[src/rtl/dsp_loop_fetch.sv]
// DSP instruction fetch stage with branch redirect, decode stall and a
// hardware loop stack for zero-overhead nested loops.
module dsp_loop_fetch #(
    parameter int ADDR_W     = 10,
    parameter int INST_W     = 32,
    parameter int LOOP_DEPTH = 4,
    parameter int CNT_W      = 16,
    parameter int RESET_PC   = 0,
    localparam int LVL_W     = $clog2(LOOP_DEPTH + 1)
) (
    input  logic              clk,
    input  logic              rst,
    output logic [ADDR_W-1:0] read_addr,
    input  logic [INST_W-1:0] read_data,
    output logic [INST_W-1:0] instruction_out,
    output logic              inst_valid,
    output logic [ADDR_W-1:0] inst_addr,
    input  logic              stall,
    input  logic              jump_flag,
    input  logic [ADDR_W-1:0] jump_addr,
    input  logic              loop_start,
    input  logic [CNT_W-1:0]  loop_count,
    input  logic [ADDR_W-1:0] loop_end_addr,
    output logic [LVL_W-1:0]  loop_level,
    output logic              loop_overflow
);
    localparam int IDX_W = (LOOP_DEPTH > 1) ? $clog2(LOOP_DEPTH) : 1;

    logic [ADDR_W-1:0] pc_reg, pc_next;
    logic [ADDR_W-1:0] addr_reg;
    logic              valid_reg, valid_next;
    logic [LVL_W-1:0]  level_reg, level_next;
    logic              ovf_reg, ovf_next;

    logic [ADDR_W-1:0] stk_start [LOOP_DEPTH];
    logic [ADDR_W-1:0] stk_end   [LOOP_DEPTH];
    logic [CNT_W-1:0]  stk_count [LOOP_DEPTH];

    logic              accept, cmd_ok, do_jump, push_req, full, do_push, at_end;
    logic [IDX_W-1:0]  top_idx;
    logic [ADDR_W-1:0] eff_start, eff_end;
    logic [CNT_W-1:0]  eff_count;
    logic              eff_valid;
    logic              wr_en;
    logic [IDX_W-1:0]  wr_idx;
    logic [ADDR_W-1:0] wr_start, wr_end;
    logic [CNT_W-1:0]  wr_count;

    always_comb begin
        accept   = !stall;
        cmd_ok   = accept && valid_reg;
        do_jump  = cmd_ok && jump_flag;
        push_req = cmd_ok && loop_start && !jump_flag && (loop_count != '0);
        full     = (level_reg == LVL_W'(LOOP_DEPTH));
        do_push  = push_req && !full;
        top_idx  = IDX_W'(level_reg - 1'b1);

        // The entry being pushed is compared in the same cycle so that a
        // one-instruction body loops back without a bubble.
        if (do_push) begin
            eff_start = inst_addr_plus1();
            eff_end   = loop_end_addr;
            eff_count = loop_count;
        end else begin
            eff_start = stk_start[top_idx];
            eff_end   = stk_end[top_idx];
            eff_count = stk_count[top_idx];
        end
        eff_valid = do_push || (level_reg != '0);
        at_end    = accept && eff_valid && (pc_reg == eff_end);

        pc_next    = pc_reg + 1'b1;
        valid_next = 1'b1;
        level_next = level_reg;
        ovf_next   = ovf_reg || (push_req && full);
        wr_en      = 1'b0;
        wr_idx     = IDX_W'(level_reg);
        wr_start   = eff_start;
        wr_end     = eff_end;
        wr_count   = eff_count;

        if (do_jump) begin
            pc_next    = jump_addr;
            valid_next = 1'b0;
        end else if (at_end && (eff_count > CNT_W'(1))) begin
            pc_next  = eff_start;
            wr_en    = 1'b1;
            wr_count = eff_count - 1'b1;
            if (do_push) begin
                level_next = level_reg + 1'b1;
            end else begin
                wr_idx = top_idx;
            end
        end else if (at_end) begin
            if (!do_push) begin
                level_next = level_reg - 1'b1;
            end
        end else if (do_push) begin
            wr_en      = 1'b1;
            level_next = level_reg + 1'b1;
        end
    end

    function automatic logic [ADDR_W-1:0] inst_addr_plus1();
        return addr_reg + 1'b1;
    endfunction

    always_ff @(posedge clk or negedge rst) begin
        if (!rst) begin
            pc_reg    <= ADDR_W'(RESET_PC);
            addr_reg  <= '0;
            valid_reg <= 1'b0;
            level_reg <= '0;
            ovf_reg   <= 1'b0;
        end else begin
            ovf_reg <= ovf_next;
            if (accept) begin
                pc_reg    <= pc_next;
                addr_reg  <= pc_reg;
                valid_reg <= valid_next;
                level_reg <= level_next;
            end
        end
    end

    for (genvar gi = 0; gi < LOOP_DEPTH; gi++) begin : g_stack
        always_ff @(posedge clk or negedge rst) begin
            if (!rst) begin
                stk_start[gi] <= '0;
                stk_end[gi]   <= '0;
                stk_count[gi] <= '0;
            end else if (wr_en && (wr_idx == IDX_W'(gi))) begin
                stk_start[gi] <= wr_start;
                stk_end[gi]   <= wr_end;
                stk_count[gi] <= wr_count;
            end
        end
    end

    assign read_addr       = stall ? addr_reg : pc_reg;
    assign instruction_out = valid_reg ? read_data : '0;
    assign inst_valid      = valid_reg;
    assign inst_addr       = addr_reg;
    assign loop_level      = level_reg;
    assign loop_overflow   = ovf_reg;
endmodule

[config.mk]
export PLATFORM = sky130hd
export DESIGN_NAME = dsp_loop_fetch
export DESIGN_NICKNAME = d
export VERILOG_FILES = /design/src/rtl/dsp_loop_fetch.sv
export SDC_FILE = /design/constraint.sdc
export NUM_CORES = 1
export LEC_CHECK = 0
export ABC_CLOCK_PERIOD_IN_PS = 12000
export BUFFER_PORTS_ARGS = -buffer_cell sky130_fd_sc_hd__clkbuf_2
export CAP_MARGIN = 20
export CORE_UTILIZATION = 63
export DETAILED_ROUTE_END_ITERATION = 6
export GPL_TIMING_DRIVEN = 0
export PLACE_DENSITY_LB_ADDON = 0.3
export SLEW_MARGIN = 20
export SYNTH_ARGS = -nofsm -noshare
export SYNTH_HDL_FRONTEND = slang
export SYNTH_SLANG_ARGS = --single-unit
[constraint.sdc]
create_clock -name clk -period 12 [get_ports clk]
set_input_delay 2.4 -clock clk [delete_from_list [all_inputs] [get_ports clk]]
set_output_delay 2.4 -clock clk [all_outputs]
set_load 0.01 [all_outputs]
==> results of run 1 <==
[cell type report]
cell class / count / share of cell area
inverter: 32 / 0.01075
clock inverter: 9 / 0.01041
timing repair buffer: 129 / 0.06056
clock buffer: 23 / 0.04276
multi-input combinational: 552 / 0.4440
tap: 184 / 0.02060
sequential: 169 / 0.3783
buffer: 54 / 0.03257
[synth_stat cells, drive strengths merged (18+ instances only)]
cell    count  area [sq um]
mux2i      42         420.4
dfrtp     169          4229
buf        32         281.5
nand4      18         127.6
nand2      51         191.4
mux4       33         743.2
mux2      136          1629
xor2       21         183.9
nor2       24         92.59
nand3      21         105.1
and2       36         225.2
inv        30         112.6
clkbuf     22         82.58
o21ai      25         125.1
a21oi      22         117.6
[critical path, stage by stage (launching register included)]
cell and delay (ns):
sky130_fd_sc_hd__dfrtp_1 0.53, sky130_fd_sc_hd__buf_6 0.24, sky130_fd_sc_hd__buf_4 0.27, sky130_fd_sc_hd__buf_1 0.81, sky130_fd_sc_hd__inv_1 0.36, sky130_fd_sc_hd__ha_1 0.58
sky130_fd_sc_hd__buf_2 0.36, sky130_fd_sc_hd__buf_2 0.33, sky130_fd_sc_hd__mux4_2 0.36, sky130_fd_sc_hd__mux2i_1 0.38, sky130_fd_sc_hd__ha_1 0.21, sky130_fd_sc_hd__clkbuf_1 0.36
sky130_fd_sc_hd__nor2_1 0.16, sky130_fd_sc_hd__nor3_4 0.48, sky130_fd_sc_hd__nor2_2 0.18, sky130_fd_sc_hd__nand4_1 0.21, sky130_fd_sc_hd__o21a_1 0.13, sky130_fd_sc_hd__buf_4 0.22
sky130_fd_sc_hd__buf_8 0.21, sky130_fd_sc_hd__mux2_1 0.34
[power by group]
part | switching, W | leakage (nW) | internal [W]
clock | 0.000231 | 0.276 | 0.000324
combinational | 0.000376 | 3.14 | 0.000222
sequential | 0.0000379 | 2.23 | 0.000598
[placed cells by master (no fill, tap or decap), drive strengths merged, types with 4 or more instances in the layout]
cell type / netlist / routed
o31ai: 4 / 4
a211oi: 8 / 8
inv: 30 / 30
mux2i: 42 / 42
clkinv: 2 / 5
xnor2: 17 / 17
buf: 32 / 33
ha: 7 / 7
a21oi: 22 / 22
mux4: 33 / 33
nor2: 24 / 24
and3: 6 / 6
nor2b: 5 / 5
nand2: 51 / 51
or3: 4 / 4
dfrtp: 169 / 169
clkinvlp: 0 / 4
clkbuf: 22 / 173
a22oi: 5 / 5
mux2: 136 / 136
nand3: 21 / 21
xor2: 21 / 21
nor4: 6 / 6
nand4: 18 / 18
and2: 36 / 36
o22ai: 5 / 5
nor3: 14 / 14
o21ai: 25 / 25
[cells by family after synthesis]
| logic type | Yosys count |
|---|---|
| mux | 211 |
| simple gates | 197 |
| flops | 169 |
| compound gates | 99 |
| buf+inv | 86 |
| xor+xnor | 38 |
| fa+ha+maj | 7 |
[layer usage]
layer,vias to the layer above,part of all wire,wire length (um)
li1,3231,-,-
met2,495,0.46,12210
met3,103,0.092,2421
met1,3701,0.40,10530
met5,-,0,0
met4,0,0.048,1268
[worst min-delay path by stage]
| stage | start | to | slack (ns) | cells after the start |
|---|---|---|---|---|
| after global placement | stk_count[45] | stk_count[45] | 0.47 | 1 |
| after global routing | stk_start[3] | stk_start[3] | 0.51 | 1 |
| after CTS | stk_start[36] | stk_start[36] | 0.49 | 1 |
| after floorplan | stk_end[37] | stk_end[37] | 0.46 | 1 |
| after detailed placement | stk_end[7] | stk_end[7] | 0.48 | 1 |
| final | stk_count[43] | stk_count[43] | 0.49 | 1 |
[through the flow]
stage,std cells,worst slack (ns),utilization
after global placement,1119,5.138,0.7149
after detailed placement,1120,5.032,0.7174
final,1152,5.132,0.7576
after global routing,1152,4.723,0.7576
after CTS,1152,5.220,0.7576
after floorplan,807,6.002,-
==> tab_implementation.tex, run 1 <==
\begin{tabular}{lr}
\hline
Metric & Value \\
\hline
\multicolumn{2}{l}{\textbf{Logic synthesis}} \\
Number of standard cells after synthesis & 807 \\
Yosys warns & 0 \\
EDFF count, synth & 0 \\
Synthesized flop and latch total & 169 \\
Synth cell types & 67 \\
Mean instance size in the synthesized netlist & 11.99 sq um \\
Fraction of the mapped netlist area in adder cells & 0.009051 \\
Complex-gate fraction of the synthesized area & 0.06969 \\
Most frequently used flop master after synthesis & sky130\_fd\_sc\_hd\_\_dfrtp\_1 \\
Combinational family with the most area after synthesis & multiplexers \\
Summed instance area of the synthesized netlist & 9677 sq um \\
Basic-gate share of the synthesized area counting and, or, nand and nor cells & 0.1112 \\
Async set or reset register ratio after synthesis & 1.000 \\
Post-synthesis xor/xnor area fraction & 0.03439 \\
Net count after synthesis & 887 \\
Multiplexer fraction of the synthesized cell area & 0.2886 \\
Sequential-to-total area share from yosys stat & 0.4370 \\
\multicolumn{2}{l}{\textbf{Clocking}} \\
Post\_cts resized & 0 \\
Clock buffer count from CTS & 17 \\
Clock latency at the later pin of the worst-skew pair & roughly 0.44 ns \\
Clock root buffer & sky130\_fd\_sc\_hd\_\_clkbuf\_16 \\
Number of clock sinks & 169 \\
Clock transition at the registers of the reported paths & about 0.06 ns \\
Deepest clock path buffer count & 2 \\
Buffers inserted during post-CTS setup optimization & 0 \\
Hold buffer count at cts & 0 \\
TritonCTS clock tree & done \\
Depth of the CTS H-tree & 4 \\
\multicolumn{2}{l}{\textbf{Setup path}} \\
Capturing point of the worst reg2reg path & stk\_start[23] \\
Startpoint type of the worst setup path & flip-flop \\
Endpoint class of the critical path & flip-flop \\
Minimum setup slack among reg-to-reg paths & just over 5 ns \\
Worst setup path category & flip-flop to flip-flop \\
Capture point of the critical path & stk\_start[23] \\
Critical path arrival & between 7 and 8 ns \\
R2R Path Start & loop\_level[0] \\
Required time of the worst setup path & 12.32 ns \\
CP max FO & 10 \\
Crit path from & loop\_level[0] \\
Worst reg-to-reg path cell count & 19 \\
\multicolumn{2}{l}{\textbf{Detailed routing}} \\
Post-route DRC & 0 \\
First-pass iteration count of the detailed router & 6 \\
Vias per std cell & 6.536 \\
WL per Instance & 22.94 um \\
Detailed Route Iter0 Violations & 749 \\
Via count & 7530 \\
Post-detailed-route count of antenna-violating nets & 0 \\
Final wirelength & 26.43 mm \\
\multicolumn{2}{l}{\textbf{STA}} \\
Final-report max-slew violation count & 0 \\
Min Clock Period, post-route & roughly 6.9 ns \\
Final setup violating endpoints & 0 \\
Hold Fails Final Rpt & 0 \\
Period utilisation layout & 0.5723 \\
Worst Tran Pin Value & 1.049 ns \\
Setup repair after global routing missed its margin & no \\
Worst hold-check slack & 0.4862 ns \\
Clock tree skew after final layout & 0.007057 ns \\
Max Fclk & 0.1456 GHz \\
Setup tns final & 0 ns \\
Worst slew margin relative to its limit & 0.3005 \\
\multicolumn{2}{l}{\textbf{Placed design}} \\
Placement Cell Area & 10580 sq um \\
Weighted congestion reported at the end of routability-driven placement & 0.9355 \\
Port bufs & roughly 130 \\
HPWL after detailed placement & $\sim$19 mm \\
\multicolumn{2}{l}{\textbf{Die}} \\
Initial standard-cell utilization of the core & 0.6559 \\
Area enclosed by the die boundary & 15860 sq um \\
Top-level port count & 130 \\
Die height & 125.9 um \\
Number of standard-cell rows in the floorplan & 44 \\
Width of the die & 125.9 um \\
Core Footprint & roughly 15000 sq um \\
\multicolumn{2}{l}{\textbf{Global route}} \\
Wire length of the first global-routing pass & around 41 mm \\
All-layer global routing usage & 0.3510 \\
Remaining Overflow, GRT & 0 \\
Number of global-route vias before repair & 7566 \\
Number of antenna violations at the first check in global routing & 0 \\
Global-route layer with the greatest usage & met2 \\
Global routing usage on met1 & 0.4595 \\
Maximum number of pins on one net before global-route repair & 87 \\
Met2 track demand over resource & 0.5509 \\
Global Route met3 Usage & 0.07392 \\
\multicolumn{2}{l}{\textbf{Layout}} \\
Fraction of layout cells with a size suffix above 1 & 0.3006 \\
Synthesis-to-finish area growth & 15.52\% \\
Fill count & 957 \\
Top flop regs & stk\_count: 64 flops, stk\_end: 40 flops, stk\_start: 40 flops \\
Number of flip-flops under the largest register name & 64 \\
Post-route standard cell area excluding fillers & 11180 sq um \\
Register with the most flip-flops & stk\_count \\
Antenna diode instance count & 0 \\
Area taken by multi-input logic gates & 4964 sq um \\
Fin nets & 1035 \\
Reg area & 4229 sq um \\
\multicolumn{2}{l}{\textbf{Worst hold path}} \\
Worst hold-check path type & flip-flop to flip-flop \\
\multicolumn{2}{l}{\textbf{Run status}} \\
Status & complete, no violations \\
\multicolumn{2}{l}{\textbf{Power}} \\
Power per cell area & roughly 160 nW/um\^{}2 \\
Standby leakage power & 5.646 nW \\
Worst vdd ir & 137.2 uV \\
Overall power consumption & 0.001788 W \\
\multicolumn{2}{l}{\textbf{Run}} \\
Max Cap Viol & 0 \\
\hline
\end{tabular}
No activity file was read; power rests on OpenSTA's default activity.
==> run 2, diff against run 1 <==
--- a/config.mk
+++ b/config.mk
@@ -5,10 +5,10 @@
 export SDC_FILE = /design/constraint.sdc
 export NUM_CORES = 1
 export LEC_CHECK = 0
-export ABC_CLOCK_PERIOD_IN_PS = 12000
+export ABC_CLOCK_PERIOD_IN_PS = 5700
 export BUFFER_PORTS_ARGS = -buffer_cell sky130_fd_sc_hd__clkbuf_2
 export CAP_MARGIN = 20
-export CORE_UTILIZATION = 63
+export CORE_UTILIZATION = 53
 export DETAILED_ROUTE_END_ITERATION = 6
 export GPL_TIMING_DRIVEN = 0
 export PLACE_DENSITY_LB_ADDON = 0.3
==> constraint.sdc (replaced) <==
create_clock -name clk -period 5.7 [get_ports clk]
set_input_delay 1.14 -clock clk [delete_from_list [all_inputs] [get_ports clk]]
set_output_delay 1.14 -clock clk [all_outputs]
set_load 0.01 [all_outputs]
==> run 2 against run 1 <==
Sequential cell count is the same. Die area is 19% higher. First-iteration DRC count down 26%. Count of clock-buffer cells in the layout fell by 5. Clock skew is 0.0012 ns higher. Final cell count up 4.3%. Cell area grew 0.74%. Core utilization fell by 13 points. Register-to-register slack got worse by 4.8 ns. Critical path type unchanged. Highest routed layer unchanged.
==> tab_implementation.tex, run 2 (synthesized netlist as in run 1, its figures left out) <==
\begin{tabular}{lr}
\hline
Metric & Value \\
\hline
\multicolumn{2}{l}{\textbf{Power}} \\
Share of total power in the clock network & 0.294 (-0.016) \\
Switching part of the total & 0.3763 (+0.01560) \\
Internal power & 0.002345 W (+110\%) \\
P\_sw & 0.001415 W (+120\%) \\
Sequential cell fraction of total power & 0.356 (about the same) \\
Worst vdd ir & 240.0 uV (+75\%) \\
Standby leakage power & 5.675 nW (+0.53\%) \\
Power per cell area & 333.9 nW/um\^{}2 (+110\%) \\
Portion of total power attributed to combinational logic & 0.350 (+0.016) \\
\multicolumn{2}{l}{\textbf{Die}} \\
Width of the die & 137.1 um (+8.9\%) \\
Core Footprint & 17900 sq um (+21\%) \\
Initial standard-cell utilization of the core & 0.5405 (-0.1153) \\
Die height & 137.1 um (+8.9\%) \\
Number of standard-cell rows in the floorplan & 49 (+11\%) \\
Area enclosed by the die boundary & 18800 sq um (+19\%) \\
Top-level port count & 130 (unchanged) \\
\multicolumn{2}{l}{\textbf{STA}} \\
Setup repair after global routing missed its margin & no \\
Hold Fails Final Rpt & 0 (unchanged) \\
Final setup violating endpoints & 0 (unchanged) \\
Worst Tran Pin Value & 0.9455 ns (-0.1037 ns) \\
Min Clock Period, post-route & 5.359 ns (-1.509 ns) \\
Setup slack after layout & 0.3414 ns (-4.791 ns) \\
Max Fclk & 0.1866 GHz (+28\%) \\
Clock tree skew after final layout & 0.008217 ns (+0.001160 ns) \\
Worst slew margin relative to its limit & 0.3697 (+0.06915) \\
Period utilisation layout & 0.9401 (+0.3678) \\
Final-report max-slew violation count & 0 (unchanged) \\
\multicolumn{2}{l}{\textbf{Run}} \\
Max Cap Viol & 0 (unchanged) \\
\multicolumn{2}{l}{\textbf{Layout}} \\
Share of the core filled with cells & 0.6290 (-0.1286) \\
Final instance count without filler cells & 1202 (+4.3\%) \\
Fin nets & 1040 (+0.48\%) \\
Commonest cells after routing, fill and taps aside & 168 x sky130\_fd\_sc\_hd\_\_dfrtp\_1, 127 x sky130\_fd\_sc\_hd\_\_clkbuf\_2, 78 x sky130\_fd\_sc\_hd\_\_mux2\_1 \\
Number of flip-flops under the largest register name & 64 (unchanged) \\
Register with the most flip-flops & stk\_count \\
Top flop regs & stk\_count: 64 flops, stk\_end: 40 flops, stk\_start: 40 flops \\
Leading cell type in the layout, fill and taps excluded & sky130\_fd\_sc\_hd\_\_dfrtp\_1 \\
Synthesis-to-finish area growth & 16.37\% \\
Fraction of layout cells with a size suffix above 1 & 0.3114 (+0.01079) \\
Antenna diode instance count & 0 (unchanged) \\
\multicolumn{2}{l}{\textbf{Placed design}} \\
Port bufs & 128 (unchanged) \\
HPWL after detailed placement & 18.97 mm (+1.3\%) \\
Post-placement worst setup slack & -1.034 ns (-6.066 ns) \\
Weighted congestion reported at the end of routability-driven placement & 0.9519 (+1.8\%) \\
Cell count after placement & 1165 (+4.0\%) \\
\multicolumn{2}{l}{\textbf{Setup path}} \\
Required time of the worst setup path & 6.02 ns (-6.30 ns) \\
Endpoint class of the critical path & flip-flop \\
CP max FO & 10 (unchanged) \\
Startpoint type of the worst setup path & flip-flop \\
Critical path arrival & 5.68 ns (-1.51 ns) \\
R2R Path Start & loop\_level[0] \\
Worst setup path category & flip-flop to flip-flop \\
Worst reg-to-reg path cell count & 14 (-5) \\
Capturing point of the worst reg2reg path & pc\_reg[0] \\
Minimum setup slack among reg-to-reg paths & 0.34 ns (-4.79 ns) \\
\multicolumn{2}{l}{\textbf{Worst hold path}} \\
Startpoint of the most critical hold path & stk\_start[28] \\
Worst hold-check path type & flip-flop to flip-flop \\
Number of instances on the worst hold path & 1 (unchanged) \\
Worst Hold Endpoint & stk\_start[28] \\
\multicolumn{2}{l}{\textbf{Global route}} \\
Number of antenna violations at the first check in global routing & 0 (unchanged) \\
Remaining Overflow, GRT & 0 (unchanged) \\
Global routing usage on met1 & 0.3881 (-0.07139) \\
Global-route layer with the greatest usage & met2 \\
All-layer global routing usage & 0.2975 (-0.05352) \\
Met2 track demand over resource & 0.4823 (-0.06854) \\
Wire length of the first global-routing pass & 41.01 mm (-1.1\%) \\
Number of global-route vias before repair & 7375 (-2.5\%) \\
Global Route met3 Usage & 0.05407 (-0.01984) \\
Maximum number of pins on one net before global-route repair & 93 (+6.9\%) \\
\multicolumn{2}{l}{\textbf{Clocking}} \\
Hold buffer count at cts & 0 (unchanged) \\
Deepest clock path buffer count & 2 (unchanged) \\
Clock transition at the registers of the reported paths & 0.07 ns (about the same) \\
Number of clock sinks & 169 (unchanged) \\
Clock latency at the later pin of the worst-skew pair & 0.44 ns (about the same) \\
TritonCTS clock tree & done \\
Clock root buffer & sky130\_fd\_sc\_hd\_\_clkbuf\_16 \\
Depth of the CTS H-tree & 4 (unchanged) \\
Clock buffer count from CTS & 17 (unchanged) \\
\multicolumn{2}{l}{\textbf{Detailed routing}} \\
Post-detailed-route count of antenna-violating nets & 0 (unchanged) \\
Vias per std cell & 6.092 (-6.8\%) \\
WL per Instance & 21.85 um (-4.8\%) \\
Via count & 7323 (-2.7\%) \\
Final wirelength & 26.26 mm (-0.63\%) \\
Detailed Route Iter0 Violations & 558 (-26\%) \\
First-pass iteration count of the detailed router & 5 (-1) \\
Post-route DRC & 0 (unchanged) \\
\multicolumn{2}{l}{\textbf{Run status}} \\
Status & complete, no violations \\
\hline
\end{tabular}
## run 2: area by class of cell
class | instances | area (sq um)
Sequential cell | 169 | 4230
Clock inverter | 14 | 115.1
Inverter | 32 | 120.1
Multi-Input combinational cell | 552 | 4966
Clock buffer | 18 | 439.2
Buffer | 53 | 369.1
Tap cell | 229 | 286.5
Timing Repair Buffer | 135 | 734.5
Fill cell | 1422 | 6641
## run 2: timing repair
action                                  CTS  global route
endpoints found under the setup margin  157           144
pin swaps                                 1             0
gates resized for setup                   7             2
setup buffers                             6             0
## run 2: worst max path at each step
stage | endpoint | depth (start not counted) | from
2_1_floorplan | stk_start[23] | 19 | loop_level[0]
3_3_place_gp | stk_start[8] | 17 | loop_level[0]
3_5_place_dp | stk_start[7] | 17 | loop_level[0]
4_1_cts | stk_start[7] | 19 | loop_level[0]
5_1_grt | stk_start[37] | 20 | loop_level[0]
6_report | pc_reg[0] | 14 | loop_level[0]
## run 2: worst max-delay path: stages (launching register included)
cell,delay [ns]
sky130_fd_sc_hd__dfrtp_2,0.47
sky130_fd_sc_hd__buf_6,0.23
sky130_fd_sc_hd__buf_4,0.28
sky130_fd_sc_hd__buf_4,0.31
sky130_fd_sc_hd__inv_1,0.20
sky130_fd_sc_hd__ha_2,0.46
sky130_fd_sc_hd__buf_4,0.25
sky130_fd_sc_hd__buf_2,0.39
sky130_fd_sc_hd__mux4_2,0.38
sky130_fd_sc_hd__mux2i_1,0.40
sky130_fd_sc_hd__o22a_1,0.30
sky130_fd_sc_hd__nand3_1,0.32
sky130_fd_sc_hd__nor2_1,0.68
sky130_fd_sc_hd__a211oi_1,0.24
sky130_fd_sc_hd__a221o_1,0.30
## run 2: metrics by stage
stage	hold slack, ns	area [sq um]	TNS (ns)	total power (W)
CTS	0.4916	11260	0	0.003746
global route	0.5081	11260	0	0.003914
detailed placement	0.4761	10640	-141.06	0.002602
global placement	0.4680	10600	-141.04	0.002579
finish	0.4876	11260	0	0.003760
floorplan	0.4585	9677	0	0.002169
## run 2: layer usage
layer  part of all wire  vias to the layer above  wire (um)
li1                   -                     3258          -
met1               0.42                     3667      10950
met2               0.48                      338      12590
met3              0.071                       60       1860
met4              0.033                        0        865
met5                  0                        -          0
## run 2: power groups by stage
stage / registers (W) / logic (W) / clock network (W)
floorplan: 0.00135 / 0.000824 / 0
global placement: 0.00136 / 0.00122 / 0
detailed placement: 0.00136 / 0.00124 / 0
CTS: 0.00134 / 0.00130 / 0.00111
global route: 0.00135 / 0.00141 / 0.00116
finish: 0.00134 / 0.00132 / 0.00110
==> run 3, diff against run 2 <==
--- a/config.mk
+++ b/config.mk
@@ -8,6 +8,7 @@
 export ABC_CLOCK_PERIOD_IN_PS = 5700
 export BUFFER_PORTS_ARGS = -buffer_cell sky130_fd_sc_hd__clkbuf_2
 export CAP_MARGIN = 20
+export CORE_ASPECT_RATIO = 0.7
 export CORE_UTILIZATION = 53
 export DETAILED_ROUTE_END_ITERATION = 6
 export GPL_TIMING_DRIVEN = 0
==> run 3 against run 2 <==
Clock power about the same. Setup slack worse by 0.064 ns. Clock skew down 0.00068 ns. Highest routed layer is now met5.
==> tab_implementation.tex, run 3 (synthesized netlist as in run 1, its figures left out) <==
\begin{tabular}{lr}
\hline
Metric & Value \\
\hline
\multicolumn{2}{l}{\textbf{Die}} \\
Initial standard-cell utilization of the core & 0.5524 (+0.01189) \\
Top-level port count & 130 (unchanged) \\
Core Footprint & 17520 sq um (-2.2\%) \\
Die height & 115.1 um (-16\%) \\
Area enclosed by the die boundary & 18810 sq um (about the same) \\
Width of the die & 163.5 um (+19\%) \\
Number of standard-cell rows in the floorplan & 40 (-18\%) \\
\multicolumn{2}{l}{\textbf{Layout}} \\
Commonest cells after routing, fill and taps aside & 168 x sky130\_fd\_sc\_hd\_\_dfrtp\_1, 127 x sky130\_fd\_sc\_hd\_\_clkbuf\_2, 78 x sky130\_fd\_sc\_hd\_\_mux2\_1 \\
Leading cell type in the layout, fill and taps excluded & sky130\_fd\_sc\_hd\_\_dfrtp\_1 \\
Top flop regs & stk\_count: 64 flops, stk\_end: 40 flops, stk\_start: 40 flops \\
Number of flip-flops under the largest register name & 64 (unchanged) \\
Fill count & 1359 (-4.4\%) \\
Antenna diode instance count & 0 (unchanged) \\
Synthesis-to-finish area growth & 16.73\% \\
Fin nets & 1041 (+0.096\%) \\
Fraction of layout cells with a size suffix above 1 & 0.3090 (-0.002373) \\
Register with the most flip-flops & stk\_count \\
\multicolumn{2}{l}{\textbf{Run status}} \\
Status & complete, no violations \\
\multicolumn{2}{l}{\textbf{STA}} \\
Max Fclk & 0.1844 GHz (-1.2\%) \\
Setup tns final & 0 ns (unchanged) \\
Worst Tran Pin Value & 0.8807 ns (-0.06478 ns) \\
Hold Fails Final Rpt & 0 (unchanged) \\
Final-report max-slew violation count & 0 (unchanged) \\
Final setup violating endpoints & 0 (unchanged) \\
Setup repair after global routing missed its margin & no \\
Period utilisation layout & 0.9514 (+0.01127) \\
Clock tree skew after final layout & 0.007539 ns (-0.0006783 ns) \\
Min Clock Period, post-route & 5.423 ns (+0.06423 ns) \\
Worst slew margin relative to its limit & 0.4129 (+0.04318) \\
Setup slack after layout & 0.2772 ns (-0.06423 ns) \\
\multicolumn{2}{l}{\textbf{Detailed routing}} \\
First-pass iteration count of the detailed router & 5 (unchanged) \\
Via count & 7346 (+0.31\%) \\
Final wirelength & 26.11 mm (-0.57\%) \\
Post-detailed-route count of antenna-violating nets & 0 (unchanged) \\
Vias per std cell & 6.096 (about the same) \\
WL per Instance & 21.67 um (-0.82\%) \\
Detailed Route Iter0 Violations & 626 (+12\%) \\
Post-route DRC & 0 (unchanged) \\
\multicolumn{2}{l}{\textbf{Global route}} \\
Remaining Overflow, GRT & 0 (unchanged) \\
Wire length of the first global-routing pass & 40.86 mm (-0.37\%) \\
All-layer global routing usage & 0.2947 (-0.002764) \\
Maximum number of pins on one net before global-route repair & 91 (-2.2\%) \\
Number of global-route vias before repair & 7175 (-2.7\%) \\
Number of antenna violations at the first check in global routing & 1 (+1) \\
\multicolumn{2}{l}{\textbf{Setup path}} \\
Startpoint type of the worst setup path & flip-flop \\
Critical-path cell list & buf\_6 > buf\_4 > buf\_6 > inv\_1 > ha\_2 > clkbuf\_4 > buf\_4 > mux4\_2 > mux2i\_2 > ha\_1 > clkbuf\_1 > nor2\_1 > nor3\_4 > buf\_4 > nand4\_4 > nand4\_1 > o21a\_1 > buf\_4 > buf\_8 > mux2\_1 \\
Critical-path cell with the highest stage delay & sky130\_fd\_sc\_hd\_\_ha\_2 \\
Delay-heaviest family, CP & buffers and inverters \\
Critical path arrival & 5.74 ns (+0.06 ns) \\
CP max FO & 10 (unchanged) \\
Worst path bufs/invs & 10 (+4) \\
Critical path's most frequent cell & sky130\_fd\_sc\_hd\_\_buf\_4 \\
Crit-path max cell delay & 0.47 ns (-0.21 ns) \\
Required time of the worst setup path & 6.02 ns (about the same) \\
Worst setup path category & flip-flop to flip-flop \\
Endpoint class of the critical path & flip-flop \\
\multicolumn{2}{l}{\textbf{Power}} \\
Worst vdd ir & 220.5 uV (-8.1\%) \\
Overall power consumption & 0.003783 W (+0.60\%) \\
Power per cell area & 334.9 nW/um\^{}2 (+0.29\%) \\
Standby leakage power & 5.672 nW (about the same) \\
\multicolumn{2}{l}{\textbf{Clocking}} \\
TritonCTS clock tree & done \\
Clock latency at the later pin of the worst-skew pair & 0.43 ns (about the same) \\
Depth of the CTS H-tree & 4 (unchanged) \\
Clock buffer count from CTS & 17 (unchanged) \\
Deepest clock path buffer count & 2 (unchanged) \\
Number of clock sinks & 169 (unchanged) \\
Clock transition at the registers of the reported paths & 0.07 ns (about the same) \\
Clock root buffer & sky130\_fd\_sc\_hd\_\_clkbuf\_16 \\
\multicolumn{2}{l}{\textbf{Run}} \\
Max Cap Viol & 0 (unchanged) \\
\multicolumn{2}{l}{\textbf{Placed design}} \\
Port bufs & 128 (unchanged) \\
Post-placement worst setup slack & -1.151 ns (-0.1170 ns) \\
Weighted congestion reported at the end of routability-driven placement & 0.9225 (-3.1\%) \\
HPWL after detailed placement & 18.64 mm (-1.7\%) \\
\multicolumn{2}{l}{\textbf{Worst hold path}} \\
Worst hold-check path type & flip-flop to flip-flop \\
\hline
\end{tabular}
==> run 3: changes by cell type in the layout (fill, tap and decap cells not counted), moves of 2 or more <==
cell | before | now
sky130_fd_sc_hd__buf_4 | 13 | 11
sky130_fd_sc_hd__clkbuf_1 | 21 | 25
sky130_fd_sc_hd__clkbuf_8 | 2 | 4
sky130_fd_sc_hd__inv_6 | 6 | 0
==> run 3: layout make-up <==
| class | count | area [sq um] | share of cell area |
|---|---|---|---|
| clock buffers | 23 | 478.0 | 0.04231 |
| clock inverters | 9 | 92.59 | 0.008197 |
| repair buffers | 135 | 734.5 | 0.06502 |
| flip-flops and latches | 169 | 4230 | 0.3745 |
| inverters | 32 | 120.1 | 0.01063 |
| multi-input cells | 552 | 4975 | 0.4404 |
| plain buffers | 54 | 376.6 | 0.03334 |
| well taps | 231 | 289.0 | 0.02559 |
==> run 3: worst paths after layout <==
path                               startpoint            end  slack [ns]  cells after the start
worst max register to register  loop_level[0]  stk_start[27]        0.28                     20
worst min register to register  stk_count[40]  stk_count[40]        0.49                      1
max in group asynchronous                 rst  stk_count[24]        4.07                      2
worst min-delay path            stk_count[40]  stk_count[40]        0.49                      1
worst max-delay path            loop_level[0]  stk_start[27]        0.28                     20
min in group asynchronous                 rst    stk_end[26]        0.77                      1
==> run 3: timing repair <==
action | 4_1_cts | 5_1_grt
buffers inserted | 6 | 0
pin swaps | 2 | 0
hold buffers | 0 | 0
setup endpoints to repair | 157 | 146
gates resized for setup | 7 | 5
==> run 3: through the flow <==
step | hold slack, ns | area, sq um | instances | utilization
finish | 0.4878 | 11300 | 1205 | 0.6449
global route | 0.5082 | 11300 | 1205 | 0.6449
CTS | 0.4924 | 11280 | 1205 | 0.6440
detailed placement | 0.4754 | 10640 | 1167 | 0.6076
global placement | 0.4679 | 10610 | 1166 | 0.6055
floorplan | 0.4585 | 9677 | 807 | -
==> run 3: worst reg2reg max path, delay by kind of cell, from the launching register on <==
kind / cells / cell delay (ns)
AO/OA/AOI/OAI: 1 / 0.15
AND/OR/NAND/NOR: 4 / 0.59
flip-flops: 1 / 0.46
adder cells (fa/ha/maj): 2 / 0.67
multiplexers: 3 / 1.01
buffers and inverters: 10 / 2.43
==> run 3: metal layers <==
layer	global-route usage	share of wire	vias to the layer above
met2	0.4415	0.44	377
met4	0.1056	0.025	2
met5	0.01263	0.00054	-
li1	-	-	3260
met3	0.06025	0.093	56
met1	0.4263	0.44	3651
==> run 3: where the power goes <==
group | leakage, nW | switching, W | internal (W)
Combinational | 3.17 | 0.000803 | 0.000511
Clock | 0.270 | 0.000493 | 0.000638
Sequential | 2.23 | 0.0000799 | 0.00126
Total | 5.67 | 0.00138 | 0.00241
